$ cat src/rtl/hazard_scoreboard_fwd.sv
// ID-stage hazard unit: forwards GPR data from younger pipeline stages, detects load-use hazards
// and tracks outstanding long-latency destinations in a 32-entry busy scoreboard.
module hazard_scoreboard_fwd #(
    parameter int XLEN     = 32,
    parameter int NREAD    = 2,
    parameter int NSTAGE   = 3,
    parameter int SB_DEPTH = 2
) (
    input  logic                    clk,
    input  logic                    rst,
    input  logic [NREAD*5-1:0]      id_reg_raddr_i,
    input  logic [NREAD-1:0]        id_reg_re_i,
    input  logic [NSTAGE*5-1:0]     stg_reg_waddr_i,
    input  logic [NSTAGE*XLEN-1:0]  stg_reg_wdata_i,
    input  logic [NSTAGE-1:0]       stg_reg_we_i,
    input  logic [NSTAGE-1:0]       stg_data_vld_i,
    input  logic                    lu_issue_i,
    input  logic [4:0]              lu_issue_rd_i,
    input  logic                    lu_done_i,
    input  logic [4:0]              lu_done_rd_i,
    input  logic                    lu_flush_i,
    output logic [NREAD-1:0]        dhnf_hazard_sel_o,
    output logic [NREAD*XLEN-1:0]   dhnf_forward_data_o,
    output logic                    dhnf_stall_o,
    output logic [31:0]             sb_busy_o,
    output logic                    sb_full_o,
    output logic                    sb_err_o
);

    localparam int CW = $clog2(SB_DEPTH + 1);
    localparam logic [CW-1:0] DEPTH_C = CW'(SB_DEPTH);

    logic [31:0]      sb_busy, busy_nxt;
    logic [CW-1:0]    count, count_nxt;
    logic             sb_err;
    logic [NREAD-1:0] lu_stall, sb_stall;
    logic [4:0]       rd;
    logic             rd_ok, hit, hit_vld;
    logic [XLEN-1:0]  hit_data;
    logic             done_ok, issue_free, issue_room, issue_ok, issue_err, done_err;

    // Stages are scanned oldest to youngest so the youngest matching stage overwrites the rest.
    always_comb begin
        dhnf_hazard_sel_o   = '0;
        dhnf_forward_data_o = '0;
        lu_stall            = '0;
        sb_stall            = '0;
        rd                  = '0;
        rd_ok               = 1'b0;
        hit                 = 1'b0;
        hit_vld             = 1'b0;
        hit_data            = '0;
        for (int p = 0; p < NREAD; p++) begin
            rd       = id_reg_raddr_i[p*5 +: 5];
            rd_ok    = id_reg_re_i[p] && (rd != 5'd0);
            hit      = 1'b0;
            hit_vld  = 1'b0;
            hit_data = '0;
            for (int s = NSTAGE - 1; s >= 0; s--) begin
                if (rd_ok && stg_reg_we_i[s] && (stg_reg_waddr_i[s*5 +: 5] == rd)) begin
                    hit      = 1'b1;
                    hit_vld  = stg_data_vld_i[s];
                    hit_data = stg_reg_wdata_i[s*XLEN +: XLEN];
                end
            end
            if (hit && hit_vld) begin
                dhnf_hazard_sel_o[p]              = 1'b1;
                dhnf_forward_data_o[p*XLEN +: XLEN] = hit_data;
            end else if (hit) begin
                lu_stall[p] = 1'b1;
            end
            sb_stall[p] = rd_ok && sb_busy[rd];
        end
    end

    // A done retiring the same register or freeing a slot lets a same-cycle issue through.
    always_comb begin
        done_ok    = lu_done_i && sb_busy[lu_done_rd_i];
        done_err   = lu_done_i && !sb_busy[lu_done_rd_i];
        issue_free = !sb_busy[lu_issue_rd_i] || (done_ok && (lu_done_rd_i == lu_issue_rd_i));
        issue_room = (count < DEPTH_C) || done_ok;
        issue_ok   = lu_issue_i && (lu_issue_rd_i != 5'd0) && issue_free && issue_room;
        issue_err  = lu_issue_i && (lu_issue_rd_i != 5'd0) && !(issue_free && issue_room);
        busy_nxt   = sb_busy;
        count_nxt  = count;
        if (done_ok)
            busy_nxt[lu_done_rd_i] = 1'b0;
        if (issue_ok)
            busy_nxt[lu_issue_rd_i] = 1'b1;
        if (issue_ok && !done_ok)
            count_nxt = count + CW'(1);
        else if (done_ok && !issue_ok)
            count_nxt = count - CW'(1);
    end

    always_ff @(posedge clk) begin
        if (rst) begin
            sb_busy <= '0;
            count   <= '0;
            sb_err  <= 1'b0;
        end else if (lu_flush_i) begin
            sb_busy <= '0;
            count   <= '0;
        end else begin
            sb_busy <= busy_nxt;
            count   <= count_nxt;
            sb_err  <= sb_err | issue_err | done_err;
        end
    end

    assign sb_busy_o    = sb_busy;
    assign sb_full_o    = (count == DEPTH_C);
    assign sb_err_o     = sb_err;
    assign dhnf_stall_o = (|(lu_stall | sb_stall)) | (lu_issue_i & sb_full_o);

endmodule

$ cat config.mk
export PLATFORM = sky130hd
export DESIGN_NAME = hazard_scoreboard_fwd
export DESIGN_NICKNAME = d
export VERILOG_FILES = /design/src/rtl/hazard_scoreboard_fwd.sv
export SDC_FILE = /design/constraint.sdc
export NUM_CORES = 1
export LEC_CHECK = 0
export BUFFER_PORTS_ARGS = -buffer_cell sky130_fd_sc_hd__buf_2
export CORE_ASPECT_RATIO = 1.75
export CORE_MARGIN = 4
export CORE_UTILIZATION = 50
export CTS_CLUSTER_SIZE = 28
export DETAILED_ROUTE_END_ITERATION = 12
export HOLD_SLACK_MARGIN = 0.08
export PLACE_DENSITY = 0.89
export SYNTH_ARGS = -nofsm -noshare
export SYNTH_HDL_FRONTEND = slang
export SYNTH_SLANG_ARGS = --single-unit
$ cat constraint.sdc
create_clock -name clk -period 8.3 [get_ports clk]
set_input_delay 1.245 -clock clk [delete_from_list [all_inputs] [get_ports clk]]
set_output_delay 1.245 -clock clk [all_outputs]
set_load 0.01 [all_outputs]
=== After elaboration in Yosys (flattened, before gate mapping) ===
Index checks and enable logic that the tools add are counted.

* Add/sub/neg operators: 2
* $mul: 0
* Divide/modulo/power cells: 0
* Magnitude comparators: 7
* Equal/unequal tests: 8
* Shift-type cells: 0
* Multiplexer cells: 42
* Bitwise logic cells: 8
* Reduce and logical (&&, ||, !) cells: 43

{| class="wikitable"
|+ Operator list
! cell !! count
|-
| $mux 32 || 10
|-
| $eq 5x5->1 || 7
|-
| $and 32x32->32 || 1
|-
| $not 32->32 || 1
|-
| $or 32x32->32 || 1
|-
| $logic_and 1x1->1 || 30
|-
| $lt 5x6->1 const B || 4
|-
| $mux 1 || 24
|-
| $bmux 1 s5 || 4
|-
| $reduce_bool 5->1 || 3
|-
| $demux 1 s5 || 2
|-
| $ge 5x1->1 const B || 2
|-
| $logic_not 1->1 || 5
|-
| $mux 2 || 2
|-
| $reduce_or 2->1 || 2
|-
| $or 1x1->1 || 3
|-
| $add 2x1->2 const B || 1
|-
| $eq 2x2->1 const B || 1
|-
| $logic_or 1x1->1 || 2
|-
| $lt 2x2->1 const B || 1
|-
| $or 2x2->2 || 1
|-
| $reduce_bool 2->1 || 1
|-
| $sub 2x1->2 const B || 1
|-
| $and 1x1->1 || 1
|}

* Bits in registers: 35
* Latch bits: 0
* Bits in writable memories: 0
* Memory bits (read-only): 0
* Input bits: 144
* Output and inout bits: 101
* Memories: 0

=== Logic depth before layout (Yosys ltp) ===
Gate-level depths: netlist of run 1.

* Depth after elaboration: 12
* Gate-level depth with buffers: 15

=== Worst setup path after synthesis of run 1 ===
OpenSTA, ideal clock, no wires.

* Path kind: input-to-output
* Start point: in id_reg_raddr_i[4]
* End point: out dhnf_forward_data_o[16]
* Arrival: 3.117 ns
* Required time: 7.055 ns
* Path slack: 3.938 ns
* Stages: 9
* Path buffers: 3
* Cells stage by stage: buf_2 or4_4 o21ai_4 or3_1 buf_4 a31o_1 mux2i_4 buf_6 a211oi_1

* Longest elaborated chain between the ends: 9

{| class="wikitable"
|+ Ends and longest elaborated chain
! element !! line !! source
|-
| start: declaration || 11 || <nowiki>input logic [NREAD*5-1:0] id_reg_raddr_i,</nowiki>
|-
| $reduce_bool 5->1 || 55 || <nowiki>rd_ok = id_reg_re_i[p] && (rd != 5'd0);</nowiki>
|-
| $logic_and 1x1->1 || 55 ||
|-
| $logic_and 1x1->1 (2 in a row) || 60 || <nowiki>if (rd_ok && stg_reg_we_i[s] && (stg_reg_waddr_i[s*5 +: 5] == rd)) begin</nowiki>
|-
| $mux 1 (3 in a row) || 60 ||
|-
| $logic_and 1x1->1 || 66 || <nowiki>if (hit && hit_vld) begin</nowiki>
|-
| $mux 32 * || 66 ||
|-
| end: declaration || 23 || <nowiki>output logic [NREAD*XLEN-1:0] dhnf_forward_data_o,</nowiki>
|}

Every way passes the cells marked *; elsewhere a longest branch is shown, timed or not.

=== Worst setup path in the final report of run 1 ===
* Start point: in id_reg_raddr_i[0]
* End point: out dhnf_stall_o

* Longest elaborated chain between the ends: 12

{| class="wikitable"
|+ Ends and longest elaborated chain
! element !! line !! source
|-
| $reduce_bool 5->1 || 55 ||
|-
| $logic_and 1x1->1 || 55 ||
|-
| $logic_and 1x1->1 (2 in a row) || 60 ||
|-
| $mux 1 (3 in a row) || 60 ||
|-
| $mux 1 or $logic_and 1x1->1 (tied branches) || 69, 66 ||
|-
| $mux 1 || 66 ||
|-
| $or 2x2->2 * || 114 || <nowiki>assign dhnf_stall_o = (|(lu_stall | sb_stall)) | (lu_issue_i & sb_full_o);</nowiki>
|-
| $reduce_or 2->1 * || 114 ||
|-
| $or 1x1->1 * || 114 ||
|-
| end: declaration || 24 || <nowiki>output logic dhnf_stall_o,</nowiki>
|}

Every way passes the cells marked *; elsewhere a longest branch is shown, timed or not. The select of a mux whose other input is x is not followed.

==> qor.csv, run 1 <==
metric;value;unit
synth_xor_area_share;6.54;%
synth.distinct_cells;72;
synth_top_family_by_area;compound AO/OA/AOI/OAI gates;
async_reset_ff_share;0;%
fmax;173;MHz
cp-start-kind;primary input;
drt-total-wl;21.9;mm
setup.worst_path.end;dhnf_stall_o;
yosysSeqAreaShare;13.8;%
synthTopCellsByCount;80 x nor2_1, 61 x a211oi_1, 60 x a22oi_1;
yosys_warnings;0;
io_buffers;244;
area_delta_synth_final;25.2;%
finalCritPeriodShare;69.6;%
cp_max_fo;66;
period_minus_slack;5780;ps
critPathKind;in -> out;
ys_ff_latch;35;
status;complete, no violations;
hp-class;reg -> reg;
cpMostUsedCell;buf_2;
powerDensity;86.4;mW/mm^2
die_w;84.3;um
vias_per_cell;6.82;
place_inst;929;
power.total;0.551;mW
ant_nets;0;
final_nets;956;
fin_area;0.00638;sq mm
critical_path_arrival;4530;ps
cts_hold_buf;0;
max-clock-path-buffers;2;
synth_fa_ha_area_share;0.246;%
synthSimpleGateAreaFrac;19.7;%
nFillCells;899;
synthMostInstantiatedCell;nor2_1;
synth-main-ff-cell;dfxtp_1;
critPathCaptureType;output pin;
r2r_end;count[1];
clk_pin_slew;60;ps
antenna_found_initial;13;
start_util;51.4;%
grt_pass1_vias;6144;
netlist_top_cells_area;dfxtp_1 14%, a211oi_1 9.0%, a22oi_1 8.8%, mux4_2 7.1%, nor2_1 5.9%;
overflow;0;
critPathRequiredTime;7050;ps
hpwl;16.7;mm
power.leakage;2.63;nW
dieArea;0.0119;sq mm
crit_start;id_reg_raddr_i[0];
synth_compound_area_share;34.3;%
r2r-start;sb_busy_o[8];
rrSetupSlack;4990;ps
fin_worst_skew;3.21;ps
grt_max_degree;68;
finalSetupViolations;0;
insertion_delay;290;ps
slew_headroom;23.2;%
rsz0062_at_grt;false;
routedWlPerCell;23.2;um
slew_violations;0;
timing.final.ws_setup;2520;ps
tritoncts;built;
cts_resized;0;
cp_top_family;simple AND/OR/NAND/NOR gates;
syn-num-nets;770;
min_path_cells;1;
slowest_stage;mux2i_4;
synth-edff-count;0;
drtIter0Drc;553;
reg2regPathDepth;11;
cts_setup_buffers;0;
cp_cell_sequence;buf_2 > xor2_1 > nor4_1 > nand4b_4 > mux2i_4 > inv_1 > o21ai_2 > buf_2;
yosysTopAreaCell;dfxtp_1;
grt_pass1_wl;33.3;mm
grt_usage;35.0;%
worst_pin_slew;1150;ps
path_buf_inv;3;
irDropWorstVdd;0.176;mV
drc_errors;0;
post-place-ws;2540;ps
syn_area;0.00509;sq mm
io_pins;245;
dpl_cell_area;0.00618;sq mm
setup_tns;0;ps
worst_hold_slack;480;ps
crit_path_max_incr_delay;1120;ps
core;0.00991;sq mm
clock-sinks;35;
rows;48;
synthMuxAreaShare;17.2;%
cts_max_level;2;
fin_util;64.4;%
synth.top_cell.area_share;13.8;%
max-cap-violations;0;
fin_cells;947;
drive_above_1_share;36.8;%
dieHeight;142;um
final_hold_viol_count;0;
dr.pass1.iters;5;
synthCells;625;
cp_num_cells;8;
numCtsBuffers;5;
avgSynthCellArea;8.15;sq um
num_vias;6455;
place_congestion;1.03;
clockRootBuffer;clkbuf_16;
sequential cells by signal, indices dropped and copies added, names as in the netlist:
name       flops
count          2
sb_err_o       1
sb_busy_o     32
worst register-to-register path, delay by kind of cell, from the launching register on:
kind	cells	cell delay (ps)
muxes	1	500
and+or+nand+nor	3	270
xor gates and xnor gates	2	270
AOI/OAI and AO/OA	4	1540
adders and majority gates	1	220
DFF	1	400
worst min-delay path by stage:
stage | from | slack [ps] | end
final | sb_err_o | 480 | sb_err_o
after global routing | sb_err_o | 510 | sb_err_o
after CTS | sb_err_o | 490 | sb_err_o
after detailed placement | sb_err_o | 470 | sb_err_o
after global placement | sb_err_o | 460 | sb_err_o
after floorplan | sb_busy_o[0] | 500 | sb_busy_o[0]
cell usage in the layout (no fill, tap or decap), types with 10 or more instances in the layout:
cell type and instances:
a22oi_1 60, xor2_1 21, a211oi_1 61, inv_1 14
xnor2_1 17, dfxtp_1 35, buf_2 244, mux2i_1 21
mux4_2 16, nand3_1 26, diode_2 10, nand2_1 30
mux4_1 10, nor2_1 78
layer usage:
metal	routed length, um	track usage (%)	vias to the layer above
met4	1200	20.3	10
li1	-	-	2853
met5	58	0	-
met3	2860	10.7	110
met2	11000	61.4	514
met1	6870	36.6	2968
where the power goes:
part | switching (mW) | internal (mW)
registers | 0.00262 | 0.170
clock network | 0.0770 | 0.149
logic | 0.0919 | 0.0604
total | 0.171 | 0.380
layout make-up:
type	count	area, sq um	area share, %
Tap cell	125	156	2.45
Inverter	14	52.6	0.824
Antenna cell	10	25.0	0.392
Timing Repair Buffer	249	1260	19.7
Multi-Input combinational cell	506	4010	62.9
Sequential cell	35	701	11.0
Clock inverter	2	35.0	0.549
Clock buffer	6	139	2.18
kinds of logic (layout without fill, tap and decap cells):
kind of cell               Yosys count  count (layout)
other                                0              10
DFF                                 35              35
xor gates and xnor gates            38              38
and+or+nand+nor                    202             202
buffers and inverters               84             271
adders and majority gates            1               1
AOI/OAI and AO/OA                  215             215
muxes                               50              50
No activity file was read; power rests on OpenSTA's default activity.
==> inputs of run 2 (changes only) <==
--- a/config.mk
+++ b/config.mk
@@ -8,11 +8,11 @@
 export BUFFER_PORTS_ARGS = -buffer_cell sky130_fd_sc_hd__buf_2
 export CORE_ASPECT_RATIO = 1.75
 export CORE_MARGIN = 4
-export CORE_UTILIZATION = 50
+export CORE_UTILIZATION = 44
 export CTS_CLUSTER_SIZE = 28
 export DETAILED_ROUTE_END_ITERATION = 12
 export HOLD_SLACK_MARGIN = 0.08
-export PLACE_DENSITY = 0.89
+export PLACE_DENSITY = 0.83
 export SYNTH_ARGS = -nofsm -noshare
 export SYNTH_HDL_FRONTEND = slang
 export SYNTH_SLANG_ARGS = --single-unit
==> constraint.sdc (replaced) <==
create_clock -name clk -period 4.72 [get_ports clk]
set_input_delay 0.708 -clock clk [delete_from_list [all_inputs] [get_ports clk]]
set_output_delay 0.708 -clock clk [all_outputs]
set_load 0.01 [all_outputs]
==> qor.csv, run 2 (synthesis gave the netlist of run 1 again) <==
metric;value;unit;change
status;complete, no violations;;
finalCritPeriodShare;85.8;%;
max-cap-violations;0;;unchanged
dieArea;0.0134;sq mm;+13%
cp-start-kind;primary input;;
tritoncts;built;;
powerDensity;150;mW/mm^2;+74%
io_buffers;244;;unchanged
hpwl;17.6;mm;+4.9%
dieHeight;150;um;+6.2%
rrSetupSlack;1940;ps;-3050 ps
final_common_cell;buf_2;;
setup.worst_path.end;dhnf_forward_data_o[0];;
routedWlPerCell;23.4;um;+1.1%
drc_errors;0;;unchanged
fin_util;57.5;%;-6.9 points
max-clock-path-buffers;2;;unchanged
antenna_found_initial;20;;+7
power.leakage;2.67;nW;+1.2%
fmax;247;MHz;
timing.final.ws_setup;671;ps;-1850 ps
clk_pin_slew;60;ps;about the same
drt-total-wl;22.7;mm;+3.2%
cts_hold_buf;0;;unchanged
grt_pass1_vias;6129;;-0.24%
critPathRequiredTime;4010;ps;-3040 ps
largest_register_ffs;32;;unchanged
place_congestion;1.05;;+1.7%
seq_power_share;31.3;%;about the same
drtIter0Drc;462;;-16%
post-place-ws;783;ps;-1760 ps
clkPwrFrac;40.9;%;-0.2 points
combPwrFrac;27.8;%;+0.2 points
area_delta_synth_final;26.7;%;
hp-class;reg -> reg;;
start_util;45.3;%;-6.0 points
clock-sinks;35;;unchanged
cts_max_level;2;;unchanged
irDropWorstVdd;0.230;mV;+30%
insertion_delay;290;ps;about the same
fin_worst_skew;3.93;ps;+0.725 ps
crit_start;id_reg_raddr_i[0];;
r2r-start;sb_busy_o[24];;
cp_max_fo;33;;-50%
finalSetupViolations;0;;unchanged
setup_tns;0;ps;unchanged
fin_cells;967;;+2.1%
num_vias;6488;;+0.51%
worst_pin_slew;1220;ps;+65.9 ps
period_minus_slack;4050;ps;
nFillCells;1051;;+17%
reg2regPathDepth;10;;-1
place_inst;943;;+1.5%
overflow;0;;unchanged
grt_max_degree;43;;-37%
final_hold_viol_count;0;;unchanged
critical_path_arrival;3340;ps;-1190 ps
power.total;0.970;mW;+76%
switchingPower;0.300;mW;+75%
r2r_end;count[1];;
clockRootBuffer;clkbuf_16;;
dr.pass1.iters;5;;unchanged
grt_pass1_wl;33.9;mm;+1.9%
critPathKind;in -> out;;
vias_per_cell;6.71;;-1.6%
die_w;89.3;um;+6.0%
grt_usage;33.0;%;-2.1 points
ant_nets;0;;unchanged
slew_violations;0;;unchanged
drive_above_1_share;37.4;%;+0.54 points
io_pins;245;;unchanged
critPathCaptureType;output pin;;
slew_headroom;18.2;%;-5.0 points
final_cell_mix;244 x buf_2, 78 x nor2_1, 61 x a211oi_1, 60 x a22oi_1, 35 x dfxtp_1;;
intPower;0.669;mW;+76%
p_sw_share;31.0;%;-0.14 points
rsz0062_at_grt;false;;
cts_resized;0;;unchanged
cts_setup_buffers;0;;unchanged
core;0.0112;sq mm;+13%
rows;51;;+6.3%
final_nets;963;;+0.73%
numCtsBuffers;5;;unchanged
## run 2: worst max-delay path: stages
cell and delay [ps]:
buf_2 330, xor2_1 120, nor4_1 480, nand4b_4 410, mux2i_4 330, buf_4 260, a211oi_1 460, buf_2 230
## run 2: area by class of cell
cell class	count	area [sq um]	area share, %
Multi-Input combinational cell	506	4010	62.1
Timing Repair Buffer	256	1310	20.3
Sequential cell	35	701	10.9
Tap cell	132	165	2.56
Clock buffer	6	139	2.15
Inverter	14	52.6	0.814
Antenna cell	16	40.0	0.620
Clock inverter	2	35.0	0.543
## run 2: through the flow
| stage | area [sq um] | hold slack [ps] |
|---|---|---|
| finish | 6450 | 480 |
| global route | 6430 | 510 |
| CTS | 6410 | 483 |
| detailed placement | 6240 | 465 |
| global placement | 6240 | 460 |
| floorplan | 5090 | 497 |
## run 2: power groups by stage
stage | logic, mW | registers (mW) | clock network [mW]
detailed placement | 0.264 | 0.310 | 0
global route | 0.288 | 0.304 | 0.409
CTS | 0.265 | 0.303 | 0.392
global placement | 0.259 | 0.310 | 0
finish | 0.269 | 0.303 | 0.397
floorplan | 0.150 | 0.309 | 0
## run 2: how the worst min path moves through the flow
| stage | startpoint | endpoint | slack [ps] | depth (start not counted) |
|---|---|---|---|---|
| after floorplan | sb_busy_o[0] | sb_busy_o[0] | 500 | 2 |
| after global placement | sb_err_o | sb_err_o | 460 | 1 |
| after detailed placement | sb_err_o | sb_err_o | 470 | 1 |
| after CTS | sb_err_o | sb_err_o | 480 | 1 |
| after global routing | sb_err_o | sb_err_o | 510 | 1 |
| final | sb_err_o | sb_err_o | 480 | 1 |
## run 2: routing by layer
metal  GRT usage [%]  share of wire (%)
met5               0               0.47
met2            55.8                 50
met3            13.3                 14
met4            15.6                4.6
met1            34.9                 32
